## config.mk

```make
export PLATFORM = sky130hd
export DESIGN_NAME = prim_ram_2p_fifo_flat
export DESIGN_NICKNAME = d
export VERILOG_FILES = /design/src/rtl/prim_ram_fifo_pkg.sv /design/src/rtl/prim_ram_2p_fifo_if.sv /design/src/rtl/prim_ram_fifo_outbuf.sv /design/src/rtl/prim_ram_2p_fifo.sv /design/src/flat_wrapper.sv
export SDC_FILE = /design/constraint.sdc
export NUM_CORES = 1
export LEC_CHECK = 0
export BUFFER_PORTS_ARGS = -buffer_cell sky130_fd_sc_hd__buf_2
export CAP_MARGIN = 20
export CORE_MARGIN = 4
export CORE_UTILIZATION = 56
export CTS_BUF_LIST = sky130_fd_sc_hd__clkbuf_4
export DETAILED_ROUTE_END_ITERATION = 6
export PLACE_DENSITY_LB_ADDON = 0.05
export SLEW_MARGIN = 0
export SYNTH_ARGS = -nofsm -noshare
export SYNTH_HDL_FRONTEND = slang
export SYNTH_SLANG_ARGS = --single-unit
```

## constraint.sdc

```tcl
create_clock -name clk_i -period 5.85 [get_ports clk_i]
set_input_delay 0.585 -clock clk_i [delete_from_list [all_inputs] [get_ports clk_i]]
set_output_delay 0.585 -clock clk_i [all_outputs]
set_load 0.01 [all_outputs]
```

## src/rtl/prim_ram_fifo_pkg.sv

```systemverilog
// Shared constants and types for the RAM-backed FIFO controller and its
// output buffer.
package prim_ram_fifo_pkg;

  localparam int RamReadLatency = 1;
  localparam int OutDepth       = 2;

  typedef logic [1:0]                out_cnt_t;
  typedef logic [RamReadLatency-1:0] inflight_t;

endpackage

```

## src/rtl/prim_ram_2p_fifo_if.sv

```systemverilog
// Write and read ready/valid streams of the RAM-backed FIFO. The slave
// modport is the FIFO side; master is the producer/consumer side.
interface prim_ram_2p_fifo_if #(
  parameter int Width = 32
) ();

  logic             wvalid;
  logic             wready;
  logic [Width-1:0] wdata;
  logic             rvalid;
  logic             rready;
  logic [Width-1:0] rdata;

  modport master (
    output wvalid, wdata, rready,
    input  wready, rvalid, rdata
  );

  modport slave (
    input  wvalid, wdata, rready,
    output wready, rvalid, rdata
  );

endinterface

```

## src/rtl/prim_ram_fifo_outbuf.sv

```systemverilog
// Two-entry output buffer behind the RAM read port. Head is entry 0; a pop
// shifts before a same-cycle capture is appended.
module prim_ram_fifo_outbuf
  import prim_ram_fifo_pkg::*;
#(
  parameter int Width = 32
) (
  input  logic             clk_i,
  input  logic             rst_i,
  input  logic             clr_i,
  input  logic             capture_i,
  input  logic [Width-1:0] cap_data_i,
  input  logic             pop_i,
  output logic             valid_o,
  output logic [Width-1:0] head_o,
  output out_cnt_t         cnt_o
);

  logic [Width-1:0] data_q [OutDepth];
  logic [Width-1:0] data_d [OutDepth];
  out_cnt_t         cnt_q, cnt_d;

  always_comb begin
    data_d = data_q;
    cnt_d  = cnt_q;
    if (pop_i && (cnt_q != '0)) begin
      data_d[0] = data_q[1];
      cnt_d     = cnt_q - 1'b1;
    end
    if (capture_i) begin
      if (cnt_d == '0) begin
        data_d[0] = cap_data_i;
      end else begin
        data_d[1] = cap_data_i;
      end
      cnt_d = cnt_d + 1'b1;
    end
    // Flush wins over any same-cycle capture or pop.
    if (clr_i) begin
      data_d = '{default: '0};
      cnt_d  = '0;
    end
  end

  always_ff @(posedge clk_i) begin
    if (rst_i) begin
      data_q <= '{default: '0};
      cnt_q  <= '0;
    end else begin
      data_q <= data_d;
      cnt_q  <= cnt_d;
    end
  end

  assign valid_o = (cnt_q != '0);
  assign head_o  = data_q[0];
  assign cnt_o   = cnt_q;

endmodule

```

## src/rtl/prim_ram_2p_fifo.sv

```systemverilog
// FIFO controller for an external two-port RAM: port A writes, port B reads,
// and a 2-entry buffer turns the registered RAM read into a ready/valid stream.
module prim_ram_2p_fifo
  import prim_ram_fifo_pkg::*;
#(
  parameter int Width  = 32,
  parameter int Depth  = 128,
  parameter int Aw     = $clog2(Depth),
  parameter int DepthW = $clog2(Depth + 3)
) (
  input  logic               clk_i,
  input  logic               rst_i,
  input  logic               clr_i,
  prim_ram_2p_fifo_if.slave  bus,
  output logic [DepthW-1:0]  depth_o,
  output logic               full_o,
  output logic               ram_a_req_o,
  output logic               ram_a_write_o,
  output logic [Aw-1:0]      ram_a_addr_o,
  output logic [Width-1:0]   ram_a_wdata_o,
  output logic               ram_b_req_o,
  output logic               ram_b_write_o,
  output logic [Aw-1:0]      ram_b_addr_o,
  input  logic [Width-1:0]   ram_b_rdata_i
);

  localparam int              CntW    = $clog2(Depth + 1);
  localparam logic [CntW-1:0] CntFull = CntW'(Depth);
  localparam logic [Aw-1:0]   PtrLast = Aw'(Depth - 1);

  function automatic logic [Aw-1:0] ptr_inc(logic [Aw-1:0] p);
    return (p == PtrLast) ? '0 : p + 1'b1;
  endfunction

  logic [Aw-1:0]    wptr_q, wptr_d, rptr_q, rptr_d;
  logic [CntW-1:0]  ram_cnt_q, ram_cnt_d;
  inflight_t        inflight_q, inflight_d;

  logic             flush, ram_full, ram_empty;
  logic             wr_fire, rd_issue, pop;
  logic [2:0]       occ;
  out_cnt_t         out_cnt;
  logic             out_valid;
  logic [Width-1:0] out_head;

  assign flush     = rst_i | clr_i;
  assign ram_full  = (ram_cnt_q == CntFull);
  assign ram_empty = (ram_cnt_q == '0);
  assign wr_fire   = bus.wvalid & ~ram_full & ~flush;
  assign pop       = out_valid & bus.rready & ~flush;

  // Issue only if the word will have a buffer slot when it returns next cycle.
  assign occ      = {1'b0, out_cnt} + 3'(inflight_q);
  assign rd_issue = ~flush & ~ram_empty & (occ < (3'(OutDepth) + {2'b00, pop}));

  always_comb begin
    wptr_d     = wptr_q;
    rptr_d     = rptr_q;
    ram_cnt_d  = ram_cnt_q;
    inflight_d = inflight_t'(rd_issue);
    if (wr_fire)  wptr_d = ptr_inc(wptr_q);
    if (rd_issue) rptr_d = ptr_inc(rptr_q);
    case ({wr_fire, rd_issue})
      2'b10:   ram_cnt_d = ram_cnt_q + 1'b1;
      2'b01:   ram_cnt_d = ram_cnt_q - 1'b1;
      default: ram_cnt_d = ram_cnt_q;
    endcase
    if (flush) begin
      wptr_d     = '0;
      rptr_d     = '0;
      ram_cnt_d  = '0;
      inflight_d = '0;
    end
  end

  always_ff @(posedge clk_i) begin
    if (rst_i) begin
      wptr_q     <= '0;
      rptr_q     <= '0;
      ram_cnt_q  <= '0;
      inflight_q <= '0;
    end else begin
      wptr_q     <= wptr_d;
      rptr_q     <= rptr_d;
      ram_cnt_q  <= ram_cnt_d;
      inflight_q <= inflight_d;
    end
  end

  prim_ram_fifo_outbuf #(
    .Width (Width)
  ) u_outbuf (
    .clk_i      (clk_i),
    .rst_i      (rst_i),
    .clr_i      (flush),
    .capture_i  (inflight_q[0]),
    .cap_data_i (ram_b_rdata_i),
    .pop_i      (pop),
    .valid_o    (out_valid),
    .head_o     (out_head),
    .cnt_o      (out_cnt)
  );

  assign full_o     = ram_full & ~flush;
  assign bus.wready = ~full_o;
  assign bus.rvalid = out_valid & ~flush;
  assign bus.rdata  = flush ? '0 : out_head;

  assign depth_o = flush ? '0
                 : DepthW'(ram_cnt_q) + DepthW'(inflight_q) + DepthW'(out_cnt);

  assign ram_a_req_o   = wr_fire;
  assign ram_a_write_o = wr_fire;
  assign ram_a_addr_o  = wptr_q;
  assign ram_a_wdata_o = bus.wdata;

  assign ram_b_req_o   = rd_issue;
  assign ram_b_write_o = 1'b0;
  assign ram_b_addr_o  = rptr_q;

endmodule

```

## src/flat_wrapper.sv

```systemverilog
// flat-port wrapper written by rule: the top's interface ports become plain ports
module prim_ram_2p_fifo_flat import prim_ram_fifo_pkg::*;
#(
  parameter int Width  = 32,
  parameter int Depth  = 128,
  parameter int Aw     = $clog2(Depth),
  parameter int DepthW = $clog2(Depth + 3)
)
  (clk_i, rst_i, clr_i, depth_o, full_o, ram_a_req_o, ram_a_write_o, ram_a_addr_o, ram_a_wdata_o, ram_b_req_o, ram_b_write_o, ram_b_addr_o, ram_b_rdata_i, bus_wvalid, bus_wdata, bus_rready, bus_wready, bus_rvalid, bus_rdata);
  prim_ram_2p_fifo_if #(.Width(Width)) bus_i ();
  input  logic clk_i;
  input  logic rst_i;
  input  logic clr_i;
  output logic [DepthW-1:0] depth_o;
  output logic full_o;
  output logic ram_a_req_o;
  output logic ram_a_write_o;
  output logic [Aw-1:0] ram_a_addr_o;
  output logic [Width-1:0] ram_a_wdata_o;
  output logic ram_b_req_o;
  output logic ram_b_write_o;
  output logic [Aw-1:0] ram_b_addr_o;
  input  logic [Width-1:0] ram_b_rdata_i;
  input wire logic [$bits(bus_i.wvalid)-1:0] bus_wvalid;
  input wire logic [$bits(bus_i.wdata)-1:0] bus_wdata;
  input wire logic [$bits(bus_i.rready)-1:0] bus_rready;
  output wire logic [$bits(bus_i.wready)-1:0] bus_wready;
  output wire logic [$bits(bus_i.rvalid)-1:0] bus_rvalid;
  output wire logic [$bits(bus_i.rdata)-1:0] bus_rdata;
  assign bus_i.wvalid = bus_wvalid;
  assign bus_i.wdata = bus_wdata;
  assign bus_i.rready = bus_rready;
  assign bus_wready = bus_i.wready;
  assign bus_rvalid = bus_i.rvalid;
  assign bus_rdata = bus_i.rdata;
  prim_ram_2p_fifo #(.Width(Width), .Depth(Depth), .Aw(Aw), .DepthW(DepthW)) u_core (.clk_i(clk_i), .rst_i(rst_i), .clr_i(clr_i), .bus(bus_i), .depth_o(depth_o), .full_o(full_o), .ram_a_req_o(ram_a_req_o), .ram_a_write_o(ram_a_write_o), .ram_a_addr_o(ram_a_addr_o), .ram_a_wdata_o(ram_a_wdata_o), .ram_b_req_o(ram_b_req_o), .ram_b_write_o(ram_b_write_o), .ram_b_addr_o(ram_b_addr_o), .ram_b_rdata_i(ram_b_rdata_i));
endmodule
```

* Word level (Yosys, flattened, before mapping)
Index checks and enable logic that the tools add are counted.
** Cells by class
- $add $sub $neg :: 10
- Reduce and logical (&&, ||, !) cells :: 7
- Bitwise logic cells :: 14
- Equal/unequal tests :: 5
- Mux-type cells :: 11
- Order comparisons :: 1
** Operators with widths (number)
- 2-to-1 mux 32 bit :: 4
- 2-to-1 mux 64 bit :: 1
- one-hot mux 8 bit (2 select lines) :: 1
- adder 7 x 1 -> 7 bit (second input constant) :: 2
- == test 7 bit (second input constant) :: 2
- 2-to-1 mux 7 bit :: 2
- adder 8 x 1 -> 8 bit :: 1
- adder 8 x 1 -> 8 bit (second input constant) :: 1
- adder 8 x 2 -> 8 bit :: 1
- bitwise AND 1 bit :: 8
- == test 8 bit (second input constant) :: 1
- zero test 8 bit :: 1
- 2-to-1 mux 8 bit :: 1
- subtractor 8 x 1 -> 8 bit (second input constant) :: 1
- NOT 1 bit :: 5
- 2-to-1 mux 2 bit :: 2
- nonzero test 2 bit :: 2
- adder 2 x 1 -> 3 bit :: 1
- adder 2 x 1 -> 3 bit (first input constant) :: 1
- less-than comparator 3 bit :: 1
- adder 2 x 1 -> 2 bit (second input constant) :: 1
- == test 2 x 1 -> 1 bit (second input constant) :: 1
- == test 2 bit (second input constant) :: 1
- zero test 2 bit :: 1
- other kinds (5) :: 5
** Storage, ports and cells
- Input port bits :: 69
- Bits in registers :: 89
- Logic and storage cells :: 55
- Output and inout bits :: 93

* Longest topological paths before layout
- Depth in word-level cells :: 8
- Depth in mapped cells :: 16
- Mapped depth without buffers :: 14

* Cells and area by module
A second synthesis with hierarchy kept.
** Unflattened totals
- Cell total of the unflattened synthesis :: 599
- Area, all modules :: 4967.3 µm²
** Modules (own cells, without submodules)
- prim_ram_fifo_outbuf :: area an instance 2884.0 µm², instances 1, cells an instance 335, seq. area each 1321.3 µm²
- prim_ram_2p_fifo :: area an instance 2083.2 µm², instances 1, cells an instance 264, seq. area each 460.4 µm²

* Worst setup path before layout
OpenSTA, ideal clock, no wires.
- Path type :: register to register
- Start point :: register u_core.u_outbuf.cnt_q[1] (netlist: u_core.u_outbuf.cnt_o[1])
- End point :: register u_core.ram_cnt_q[7]
- Path buffers :: 2
- Data required time :: 5.715 ns
- Cell stages (with the launch flop) :: 16
- Slack :: 2.496 ns
- Data arrival time :: 3.219 ns
- Setup time :: 0.135 ns
- Clock period less this slack :: 3.354 ns
- Path through :: dfxtp_1 -> inv_1 -> ha_1 -> or4b_1 -> buf_2 -> o21ai_2 -> nand2_1 -> buf_4 -> inv_2 -> ha_1 -> ha_1 -> a21oi_1 -> a211oi_1 -> o21a_1 -> o311ai_0 -> o41ai_1
** On the way
- Word-level cells in the longest chain between the ends :: 8
- Elaborated cells between the ends (all ways) :: 11
- Those cells by class :: 2 x add/sub; 1 x order compare; 2 x eq/ne; 1 x mux; 3 x bitwise; 2 x reduce/logical
** Ends and longest elaborated chain
- start, declared :: RTL line prim_ram_fifo_outbuf.sv:21 : out_cnt_t cnt_q, cnt_d;
- start signal, assigned :: RTL line prim_ram_fifo_outbuf.sv:51 : cnt_q <= cnt_d;
- nonzero test 2 bit :: RTL line prim_ram_fifo_outbuf.sv:55 : assign valid_o = (cnt_q != '0);
- bitwise AND 1 bit (2 in a row) :: RTL line prim_ram_2p_fifo.sv:50 : assign pop = out_valid & bus.rready & ~flush;
- adder 2 x 1 -> 3 bit :: RTL line prim_ram_2p_fifo.sv:54 : assign rd_issue = ~flush & ~ram_empty & (occ < (3'(OutDepth) + {2'b00, pop}));
- less-than comparator 3 bit (*) :: RTL line prim_ram_2p_fifo.sv:54
- bitwise AND 1 bit (*) :: RTL line prim_ram_2p_fifo.sv:54
- net ram_b_req_o :: RTL line flat_wrapper.sv:20 : output logic ram_b_req_o;
- == test 2 x 1 -> 1 bit / == test 2 bit (equally long branches) :: RTL line prim_ram_2p_fifo.sv:63 : case ({wr_fire, rd_issue})
- one-hot mux 8 bit (2 select lines) / nonzero test 2 bit (equally long branches)
- end signal, assigned :: RTL line prim_ram_2p_fifo.sv:85 : ram_cnt_q <= ram_cnt_d;
- end, declared :: RTL line prim_ram_2p_fifo.sv:36 : logic [CntW-1:0] ram_cnt_q, ram_cnt_d;
The timed path passes the listed nets; every way through them passes the cells marked *.
A chain may end at the register's enable or synchronous reset.

* Worst setup path after layout
- Start point :: register u_core.u_outbuf.cnt_q[1] (netlist: u_core.u_outbuf.cnt_o[1])
- End point :: register u_core.ram_cnt_q[7]
** On the way
- Word-level cells in the longest chain between the ends :: 8
- Elaborated cells between the ends (all ways) :: 11
- Those cells by class :: 2 x add/sub; 1 x order compare; 2 x eq/ne; 1 x mux; 3 x bitwise; 2 x reduce/logical
** Ends and longest elaborated chain (RTL line)
- nonzero test 2 bit :: prim_ram_fifo_outbuf.sv:55
- bitwise AND 1 bit (2 in a row) :: prim_ram_2p_fifo.sv:50
- adder 2 x 1 -> 3 bit :: prim_ram_2p_fifo.sv:54
- less-than comparator 3 bit (*) :: prim_ram_2p_fifo.sv:54
- bitwise AND 1 bit (*) :: prim_ram_2p_fifo.sv:54
- == test 2 x 1 -> 1 bit / == test 2 bit (equally long branches) :: prim_ram_2p_fifo.sv:63
- one-hot mux 8 bit (2 select lines) / nonzero test 2 bit (equally long branches)
Every way passes the cells marked *; elsewhere a longest branch is shown, timed or not.

==> impl_metrics.csv <==
group,metric,value,unit
worst_setup_path,cp_top_family,"compound AO/OA/AOI/OAI gates",
cts,ctsHoldBuffers,0,
worst_setup_path,criticalPathCategory,"flip-flop to flip-flop",
power_and_ir_drop,seqPwrFrac,0.583,
synthesis,yosys.area.top_type,"dfxtp_1",
cts,insertion_delay,430,ps
cts,clk_pin_slew,150,ps
timing,finalCritPeriodShare,0.705,
cts,cts_setup_buffers,0,
synthesis,syn_nets,649,
cts,ctsResizeCount,0,
power_and_ir_drop,power_frac_comb,0.047,
worst_setup_path,max_stage_delay,610,ps
flow_run,maxCapViolCount,0,
placement,place.gp.congestion,0.861,
worst_setup_path,required,6150,ps
timing,fmax,242,MHz
routing,drc_errors,0,
timing,period_minus_slack,4130,ps
power_and_ir_drop,switching_share,0.237,
global_route,grt_overflow_total,0,
worst_setup_path,worst_setup_path_start_kind,"flip-flop",
floorplanning,core-area,7890,sq um
placement,placed_cells,698,
cells_and_area,nNetsFinal,694,
cts,cts_root_buffer,"clkbuf_4",
timing,layout_setup_ws,1720,ps
timing,tightest_slew,966,ps
hold_path,hold_path.startpoint,"ram_b_rdata_i[7]",
floorplanning,floorplan.die.height,98.9,um
power_and_ir_drop,p_int,798,uW
power_and_ir_drop,leakage,2.26,nW
routing,vias_per_cell,5.54,
worst_setup_path,crit_path_start,"u_core.u_outbuf.cnt_o[1]",
worst_setup_path,reg2reg_from,"u_core.u_outbuf.cnt_o[1]",
status,outcome,"finished, final reports clean",
worst_setup_path,worstSetupEndpointType,"flip-flop",
timing,whs,375,ps
routing,drt-pass1-iter-count,5,
synthesis,synthCells,563,
synthesis,yosys_warnings,0,
global_route,grt_usage,0.211,
floorplanning,rows,32,
cts,clk_path_buf_depth,2,
floorplanning,die_w,98.9,um
cells_and_area,layout-drive-gt1-share,0.209,
worst_setup_path,critical_path_peak_fanout,34,
floorplanning,start_util,0.587,
cells_and_area,diodes,0,
routing,wl,10400,um
placement,portBuffers,96,
synthesis,synth_area_leaders,"dfxtp_1 (38%), nand2_1 (7.3%), mux2i_1 (7.1%)",
cells_and_area,layout_common_cells,"buf_2 (96), nand2_1 (89), dfxtp_1 (89)",
synthesis,synthSimpleGateAreaFrac,0.219,
global_route,grt_pass1_wl,17200,um
synthesis,syn_avg_cell_area,8.23,sq um
floorplanning,boundaryPins,162,
hold_path,hold_path_class,"input pin to flip-flop",
cts,htreeDepth,3,
worst_setup_path,crit_chain,"inv_1, ha_1, or4b_2, buf_4, o21ai_2, nand2_1, inv_2, ha_1, ha_1, a21oi_1, a211oi_1, o21a_1, o311ai_0, o41ai_1",
power_and_ir_drop,p_per_area,206,nW/um^2
timing,finalSetupViolations,0,
routing,vias,3959,
routing,drt_iter0_drc,164,
cts,cts_tree,"yes",
placement,dpl_worst_slack,1700,ps
synthesis,yosysUniqueCellTypes,49,
worst_setup_path,slowest_stage,"or4b_2",
cells_and_area,final_common_cell,"buf_2",
timing,finalClockSkew,27.4,ps
cts,cts.sink_count,89,
timing,hold_viol_final,0,
floorplanning,die_area,9790,sq um
worst_setup_path,crit_top_cell,"ha_1",
synthesis,synth-seq-area-share,0.385,
timing,slew_viol_final,0,
synthesis,synth_top_family_by_area,"simple AND/OR/NAND/NOR gates",
global_route,grt_pass1_vias,3762,
timing,max_slew_margin,0.356,
power_and_ir_drop,p_clk_frac,0.370,
cells_and_area,finalNonFillerCells,715,
worst_setup_path,r2r_slack,1720,ps
synthesis,syn_area,4630,sq um
power_and_ir_drop,peakVddDrop,0.112,mV
routing,drt.antenna.violating_nets,0,
timing,fin_tns_setup,0,ps
synthesis,synth-compound-area-share,0.155,
worst_setup_path,crit_buf_inv,3,
power_and_ir_drop,power.total,1.05,mW
power_and_ir_drop,p_switching,248,uW
synthesis,synth-seq-cells,89,
routing,wl_per_cell,14.5,um
cts,numCtsBuffers,9,
global_route,antenna_found_initial,0,
cells_and_area,area_delta_synth_final,9.54,%
synthesis,synth-adder-area-share,0.0508,
placement,dp_hpwl,6850,um
timing,rsz0062_at_grt,"no",
synthesis,synth_top_area_share,0.385,
global_route,grt_max_degree,94,
worst_setup_path,critPathArrivalTime,4420,ps
synthesis,synth_xor_xnor_area_share,0.0227,
synthesis,muxShareOfSynthArea,0.0713,
## Yosys cell counts, drive strengths merged
master / number
nand2: 90
dfxtp: 89
nor2: 55
a21oi: 48
buf: 40
a211oi: 33
and2: 33
mux2i: 33
clkbuf: 28
ha: 14
inv: 13
nand3: 8
o21ai: 7
xor2: 7
nand4: 6
nor3: 6
xnor2: 5
nor2b: 4
o211ai: 4
a21o: 3
fa: 3
o21a: 3
o31ai: 3
or3: 3
or4b: 3
a31oi: 2
and3: 2
nor3b: 2
or2: 2
a21boi: 1
a311oi: 1
a32oi: 1
a41oi: 1
and4: 1
conb: 1
nand2b: 1
nand3b: 1
nor4: 1
o311ai: 1
o31a: 1
o32ai: 1
o41ai: 1
or4: 1
## through the flow
stage | utilization | cell area (sq um)
detailed placement | 0.620 | 4890
global route | 0.643 | 5070
floorplan | - | 4630
CTS | 0.641 | 5050
finish | 0.643 | 5070
global placement | 0.620 | 4890
## routing by layer
layer  wire length (um)  vias up  track usage  part of all wire
met1               4440     1839        0.258              0.43
li1                   -     1976            -                 -
met4                250        0       0.0861             0.024
met2               5120      105        0.362              0.49
met3                589       39       0.0418             0.057
met5                  0        -            0                 0
## worst reg2reg max path, delay by kind of cell (launching register included)
kind | cells | cell delay [ps]
compound gates | 6 | 1210
flops | 1 | 440
fa+ha+maj | 3 | 920
simple gates | 2 | 830
buf+inv | 3 | 620
## logic make-up after synthesis
family | count (synthesis)
multiplexers | 33
XOR/XNOR | 12
AND/OR/NAND/NOR | 219
other | 1
adder cells (fa/ha/maj) | 17
flip-flops | 89
buffers and inverters | 81
AO/OA/AOI/OAI | 111
## sequential cells by signal, summed over array words and instances, names as in the netlist
signal                  cells
u_core.inflight_q           1
u_core.ram_a_addr_o         7
u_core.ram_b_addr_o         7
u_core.ram_cnt_q            8
u_core.u_outbuf.cnt_o       2
u_core.u_outbuf.data_q     32
u_core.u_outbuf.head_o     32
## final timing paths
| check | end | cells after the start |
|---|---|---|
| setup / recovery | u_core.ram_cnt_q[7] | 14 |
| hold / removal | u_core.u_outbuf.data_q[7] | 3 |
| setup reg to reg | u_core.ram_cnt_q[7] | 14 |
| hold reg to reg | u_core.u_outbuf.data_q[20] | 2 |
## power by group through the flow
stage | combinational (mW) | clock [mW] | sequential [mW]
detailed placement | 0.0491 | 0 | 0.623
floorplan | 0.0487 | 0 | 0.623
global route | 0.0556 | 0.423 | 0.611
finish | 0.0497 | 0.387 | 0.610
global placement | 0.0489 | 0 | 0.623
CTS | 0.0494 | 0.397 | 0.610
## area by class of cell
cell class | count | area (sq um)
clock buffers | 9 | 67.6
fillers | 729 | 2820
multi-input cells | 393 | 2420
inverters | 13 | 48.8
flip-flops and latches | 89 | 1780
clock inverters | 7 | 92.6
well taps | 102 | 128
repair buffers | 102 | 538
Note: power is estimated with default switching activity, not from simulation.
